`src/rtl/dec_stream_if.sv`:
```
// dec_stream_if: code-in handshake plus decoded-output bundle for dec_stream.
//   slave  : the decoder's view (takes in_valid/code, drives everything else)
//   master : the producer/observer view
// Signals:
//   in_valid, in_ready, code[3:0]   code handshake from the encoder side
//   y[7:0], out_valid, zero_flag    decoded word, new-word pulse, vld=0 marker
//   busy                            word on display or codes buffered
interface dec_stream_if;
   logic       in_valid;
   logic       in_ready;
   logic [3:0] code;
   logic [7:0] y;
   logic       out_valid;
   logic       zero_flag;
   logic       busy;

   modport slave  (input  in_valid, code,
                   output in_ready, y, out_valid, zero_flag, busy);
   modport master (output in_valid, code,
                   input  in_ready, y, out_valid, zero_flag, busy);
endinterface

```
`src/rtl/dec_stream.sv`:
```
// dec_stream: streaming 3-to-8 one-hot decoder with a 2-deep code buffer.
// Each accepted code {vld, idx} is shown on y for HOLD cycles (y = 1<<idx,
// or all-zero with zero_flag when vld=0). Queued words follow back-to-back.
// Ports:
//   clk    rising-edge clock
//   rst_n  asynchronous active-low reset
//   s      dec_stream_if.slave (in_valid/in_ready/code in, y/out_valid/
//          zero_flag/busy out)
module dec_stream #(
   parameter int unsigned HOLD = 4   // 1..255
) (
   input  logic          clk,
   input  logic          rst_n,
   dec_stream_if.slave   s
);

   localparam logic [7:0] HOLD_M1 = 8'(HOLD - 1);

   typedef enum logic {S_IDLE, S_HOLD} state_e;

   state_e          state_q, state_d;
   logic [7:0]      cnt_q, cnt_d;
   logic [7:0]      y_q, y_d;
   logic            zero_q, zero_d;
   logic            ov_q, ov_d;

   logic [1:0][3:0] mem_q, mem_d;
   logic            wr_ptr_q, wr_ptr_d;
   logic            rd_ptr_q, rd_ptr_d;
   logic [1:0]      count_q, count_d;

   logic            push, pop;
   logic [3:0]      head;

   // Ready comes from registered count only; a full buffer stays not-ready
   // even on a cycle that pops.
   assign s.in_ready = (count_q != 2'd2);
   assign push       = s.in_valid & s.in_ready;
   assign head       = mem_q[rd_ptr_q];

   // FSM next-state, hold counter and output word
   always_comb begin
      state_d = state_q;
      cnt_d   = cnt_q;
      y_d     = y_q;
      zero_d  = zero_q;
      ov_d    = 1'b0;
      pop     = 1'b0;
      case (state_q)
         S_IDLE: begin
            if (count_q != 2'd0) begin
               pop     = 1'b1;
               state_d = S_HOLD;
            end
         end
         S_HOLD: begin
            if (cnt_q == 8'd0) begin
               // last cycle of this word: chain the next one with no gap
               if (count_q != 2'd0) begin
                  pop = 1'b1;
               end else begin
                  state_d = S_IDLE;
                  y_d     = 8'h00;
                  zero_d  = 1'b0;
               end
            end else begin
               cnt_d = cnt_q - 8'd1;
            end
         end
         default: state_d = S_IDLE;
      endcase
      if (pop) begin
         ov_d   = 1'b1;
         cnt_d  = HOLD_M1;
         y_d    = head[3] ? (8'b1 << head[2:0]) : 8'h00;
         zero_d = ~head[3];
      end
   end

   // FIFO bookkeeping
   always_comb begin
      mem_d    = mem_q;
      wr_ptr_d = wr_ptr_q;
      rd_ptr_d = rd_ptr_q;
      count_d  = count_q;
      if (push) begin
         mem_d[wr_ptr_q] = s.code;
         wr_ptr_d        = ~wr_ptr_q;
      end
      if (pop) begin
         rd_ptr_d = ~rd_ptr_q;
      end
      case ({push, pop})
         2'b10:   count_d = count_q + 2'd1;
         2'b01:   count_d = count_q - 2'd1;
         default: count_d = count_q;
      endcase
   end

   always_ff @(posedge clk or negedge rst_n) begin
      if (!rst_n) begin
         state_q  <= S_IDLE;
         cnt_q    <= 8'd0;
         y_q      <= 8'h00;
         zero_q   <= 1'b0;
         ov_q     <= 1'b0;
         mem_q    <= '0;
         wr_ptr_q <= 1'b0;
         rd_ptr_q <= 1'b0;
         count_q  <= 2'd0;
      end else begin
         state_q  <= state_d;
         cnt_q    <= cnt_d;
         y_q      <= y_d;
         zero_q   <= zero_d;
         ov_q     <= ov_d;
         mem_q    <= mem_d;
         wr_ptr_q <= wr_ptr_d;
         rd_ptr_q <= rd_ptr_d;
         count_q  <= count_d;
      end
   end

   assign s.y         = y_q;
   assign s.out_valid = ov_q;
   assign s.zero_flag = zero_q;
   assign s.busy      = (state_q == S_HOLD) || (count_q != 2'd0);

endmodule
```
`src/flat_wrapper.sv`:
```
// flat-port wrapper written by rule: the top's interface ports become plain ports
module dec_stream_flat 
#(
   parameter int unsigned HOLD = 4            
)
  (clk, rst_n, s_in_valid, s_code, s_in_ready, s_y, s_out_valid, s_zero_flag, s_busy);
  dec_stream_if s_i ();
  input  logic clk;
  input  logic rst_n;
  input wire logic [$bits(s_i.in_valid)-1:0] s_in_valid;
  input wire logic [$bits(s_i.code)-1:0] s_code;
  output wire logic [$bits(s_i.in_ready)-1:0] s_in_ready;
  output wire logic [$bits(s_i.y)-1:0] s_y;
  output wire logic [$bits(s_i.out_valid)-1:0] s_out_valid;
  output wire logic [$bits(s_i.zero_flag)-1:0] s_zero_flag;
  output wire logic [$bits(s_i.busy)-1:0] s_busy;
  assign s_i.in_valid = s_in_valid;
  assign s_i.code = s_code;
  assign s_in_ready = s_i.in_ready;
  assign s_y = s_i.y;
  assign s_out_valid = s_i.out_valid;
  assign s_zero_flag = s_i.zero_flag;
  assign s_busy = s_i.busy;
  dec_stream #(.HOLD(HOLD)) u_core (.clk(clk), .rst_n(rst_n), .s(s_i));
endmodule
```
`config.mk`:
```
export PLATFORM = sky130hd
export DESIGN_NAME = dec_stream_flat
export DESIGN_NICKNAME = d
export VERILOG_FILES = /design/src/rtl/dec_stream_if.sv /design/src/rtl/dec_stream.sv /design/src/flat_wrapper.sv
export SDC_FILE = /design/constraint.sdc
export NUM_CORES = 1
export LEC_CHECK = 0
export CORE_ASPECT_RATIO = 0.75
export CORE_MARGIN = 1.5
export CORE_UTILIZATION = 42
export CTS_BUF_LIST = sky130_fd_sc_hd__clkbuf_4 sky130_fd_sc_hd__clkbuf_8
export DETAILED_ROUTE_END_ITERATION = 12
export GPL_ROUTABILITY_DRIVEN = 1
export MAX_ROUTING_LAYER = met4
export PLACE_DENSITY = 0.69
export SLEW_MARGIN = 10
export SYNTH_ARGS = -nofsm -noshare
export SYNTH_HDL_FRONTEND = slang
export SYNTH_SLANG_ARGS = --single-unit
export TNS_END_PERCENT = 100
```
`constraint.sdc`:
```
create_clock -name clk -period 5.2 [get_ports clk]
set_clock_uncertainty 0.05 [all_clocks]
set_input_delay 0.78 -clock clk [delete_from_list [all_inputs] [get_ports clk]]
set_output_delay 0.78 -clock clk [all_outputs]
set_load 0.02 [all_outputs]
```
==> metrics <==
status=finished clean; PostCTS Resize Cnt=0; # DRC=0; sequential share of the synthesized area=0.532; die extent in y=~54 µm; DR vias=between 1000 and 1500; Synthesis Warnings=0; maxcap violations=0; Root Buffer=clkbuf_8; Max rail drop VDD=about 0.00024 V; worst setup path class=register to output pin; Post-DP HPWL=about 2.3 mm; num ports=19; max-slew violation count=0; total routed wirelength=3.15 mm; share of cells above drive strength 1=0.170; Net Sw Power=about 0.44 mW; Max Clk Rate=around 380 MHz; ys flop type=dfrtp_1; Net count, final=roughly 160; CP Launch Type=register; worst hold start=u_core.s.y[6]; gr usage total=0.187; WP data required=roughly 4400 ps; DR vias/cell=around 5.7; # diodes=0; synthesis-stage register bit count=31; FP Rows=18; number of buffers created by CTS=5; CP max-delay cell=clkdlybuf4s50_1; Core Box Area=roughly 3300 µm²; chip width=71.0 µm; number of synthesized flops with an enable pin=0; 1st-pass router iterations=4; DRT iter0 DRCs=51; vias in the first global route=about 1000; Syn Area/Cell=between 10 and 15 µm²; TritonCTS Sinks=31; Setup Viol. Count Final=0; post-route ant nets=0; Sw Ratio=0.392; internal power=0.681 mW; Synth-to-Final Area Change=20.0%; Final Cycle Share=0.508; Worst R2R Start=u_core.cnt_q[0]; crit path max fanout=10; I/O Buffers=18; Setup crit end kind=output pin; Max clock buf depth=2; post-synth net total=roughly 130; slew at the pin closest to its max-slew limit=497 ps; wire per inst=~17 µm; CTS tree=done; clock-pin slew on the worst setup and hold paths=approximately 60 ps; final design utilization=0.528; final setup TNS=0 ps; Hold Path Class=register to register; Starting Density=0.440; asr flop ratio synth=1.00; crit path launch=u_core.state_q; Die Area=between 3000 and 4000 µm²; pin count of the biggest net entering global routing=32; Max-slew headroom=0.667; crit path cell chain=or3_1, clkdlybuf4s50_1; total gr overflow=0; # hold bufs at CTS=0; slowest cell delay on critical path=about 560 ps; minimum clock period=2640 ps; combinational power share=0.418; pwr/cell area=around 640 nW/µm²; Post-Syn Instances=around 130; post-CTS setup buffer count=0; unrepaired setup endpoints after global routing=false; H-tree depth=2; clock power share=0.157; initial antenna violation count=0; arrival time worst endpoint=1810 ps; clk_lat worst skew=roughly 280 ps; GP Congestion=around 0.8; Syn Std Cell Area=between 1000 and 1500 µm²; first-pass GRT wire length=a little over 5 mm; Synth cell types=36; Flop pwr share=0.425; Final Hold Viols=0; Pleak=0.753 nW
-- sequential cells by signal (all words and copies together) (netlist names) --
name,flops
u_core.cnt_q,8
u_core.mem_q,8
u_core.s.y,8
u_core.count_q,2
u_core.rd_ptr_q,1
u_core.s.out_valid,1
u_core.s.zero_flag,1
u_core.state_q,1
u_core.wr_ptr_q,1
-- worst max-delay path, delay by kind of cell (launching register included) --
family / cells / cell delay, ps
buffers and inverters: 1 / 560
and+or+nand+nor: 1 / 460
DFF: 1 / 510
-- logic make-up (layout without fill, tap and decap cells) --
group                      after synthesis  in the layout  synth area share
and+or+nand+nor                         40             40             0.163
DFF                                     31             31             0.532
AOI/OAI and AO/OA                       27             27             0.135
muxes                                   13             13            0.0970
buffers and inverters                    7             29            0.0257
xor gates and xnor gates                 5              5            0.0300
adders and majority gates                2              2            0.0172
-- metrics by stage --
step	worst slack (ps)	std cells	instance area (µm²)	hold slack (ps)	power [mW]
after detailed placement	2820	181	1670	440	0.947
after global placement	2870	181	1670	436	0.916
after floorplan	3190	125	1460	419	0.785
after CTS	2550	187	1750	451	1.13
after global routing	2510	187	1750	473	1.20
final	2560	187	1750	449	1.12
-- layout make-up --
type,instances,area (µm²)
Clock buffer,6,76.3
Tap cell,40,50.0
Sequential cell,31,776
Fill cell,284,1560
Inverter,4,15.0
Timing Repair Buffer,19,188
Multi-Input combinational cell,87,644
-- Yosys cell counts, drive strengths merged, types with 2 or more instances --
cell    number  area share
mux2i        4       0.027
o21ai        7       0.032
o211ai       3       0.015
ha           2       0.017
mux2         9       0.070
or3          2      0.0094
xor2         2       0.012
a22o         9       0.054
xnor2        3       0.018
nand3        4       0.014
nand2b       3       0.013
nor3         5       0.017
nor2        11       0.028
dfrtp       31        0.53
inv          4       0.010
buf          2       0.013
a21oi        4       0.014
nand2        6       0.017
-- cell usage in the layout, fill, tap and decap left out, drive strengths merged --
cell type      netlist  layout
o211ai               3       3
o22ai                1       1
nand3                4       4
buf                  2       1
nor2                11      11
nand2                6       6
nor3b                1       1
xor2                 2       2
or3b                 1       1
xnor2                3       3
mux2                 9       9
or3                  2       2
ha                   2       2
and3b                1       1
clkbuf               1       6
inv                  4       4
a31oi                1       1
a21boi               1       1
mux2i                4       4
o21ai                7       7
or4                  1       1
and3                 1       1
nor4                 1       1
or2                  1       1
nor4b                1       1
dfrtp               31      31
and2b                1       1
nand2b               3       3
a21oi                4       4
a32oi                1       1
a22o                 9       9
clkdlybuf4s50        0      18
nor3                 5       5
-- worst paths after layout --
check,to,slack [ps],cells after the start
min in group asynchronous,u_core.s.y[6],840,2
worst max register to register,u_core.count_q[1],2780,8
worst min register to register,u_core.s.y[6],450,1
worst max-delay path,s_busy,2560,2
max in group asynchronous,u_core.s.out_valid,3970,2
worst min-delay path,u_core.s.y[6],450,1
-- power by group through the flow --
stage,clock network [mW],logic (mW),registers (mW)
floorplan,0,0.322,0.463
global placement,0,0.451,0.465
detailed placement,0,0.468,0.479
CTS,0.181,0.471,0.474
global route,0.195,0.509,0.492
finish,0.176,0.469,0.476
-- metal layers --
metal	part of all wire	wire, µm	vias to the layer above	global-route usage
li1	-	-	493	-
met5	0	0	-	-
met1	0.45	1420	511	0.236
met3	0.070	221	7	0.0562
met2	0.46	1450	47	0.269
met4	0.016	51	0	0.110
No activity file was read; power rests on OpenSTA's default activity.
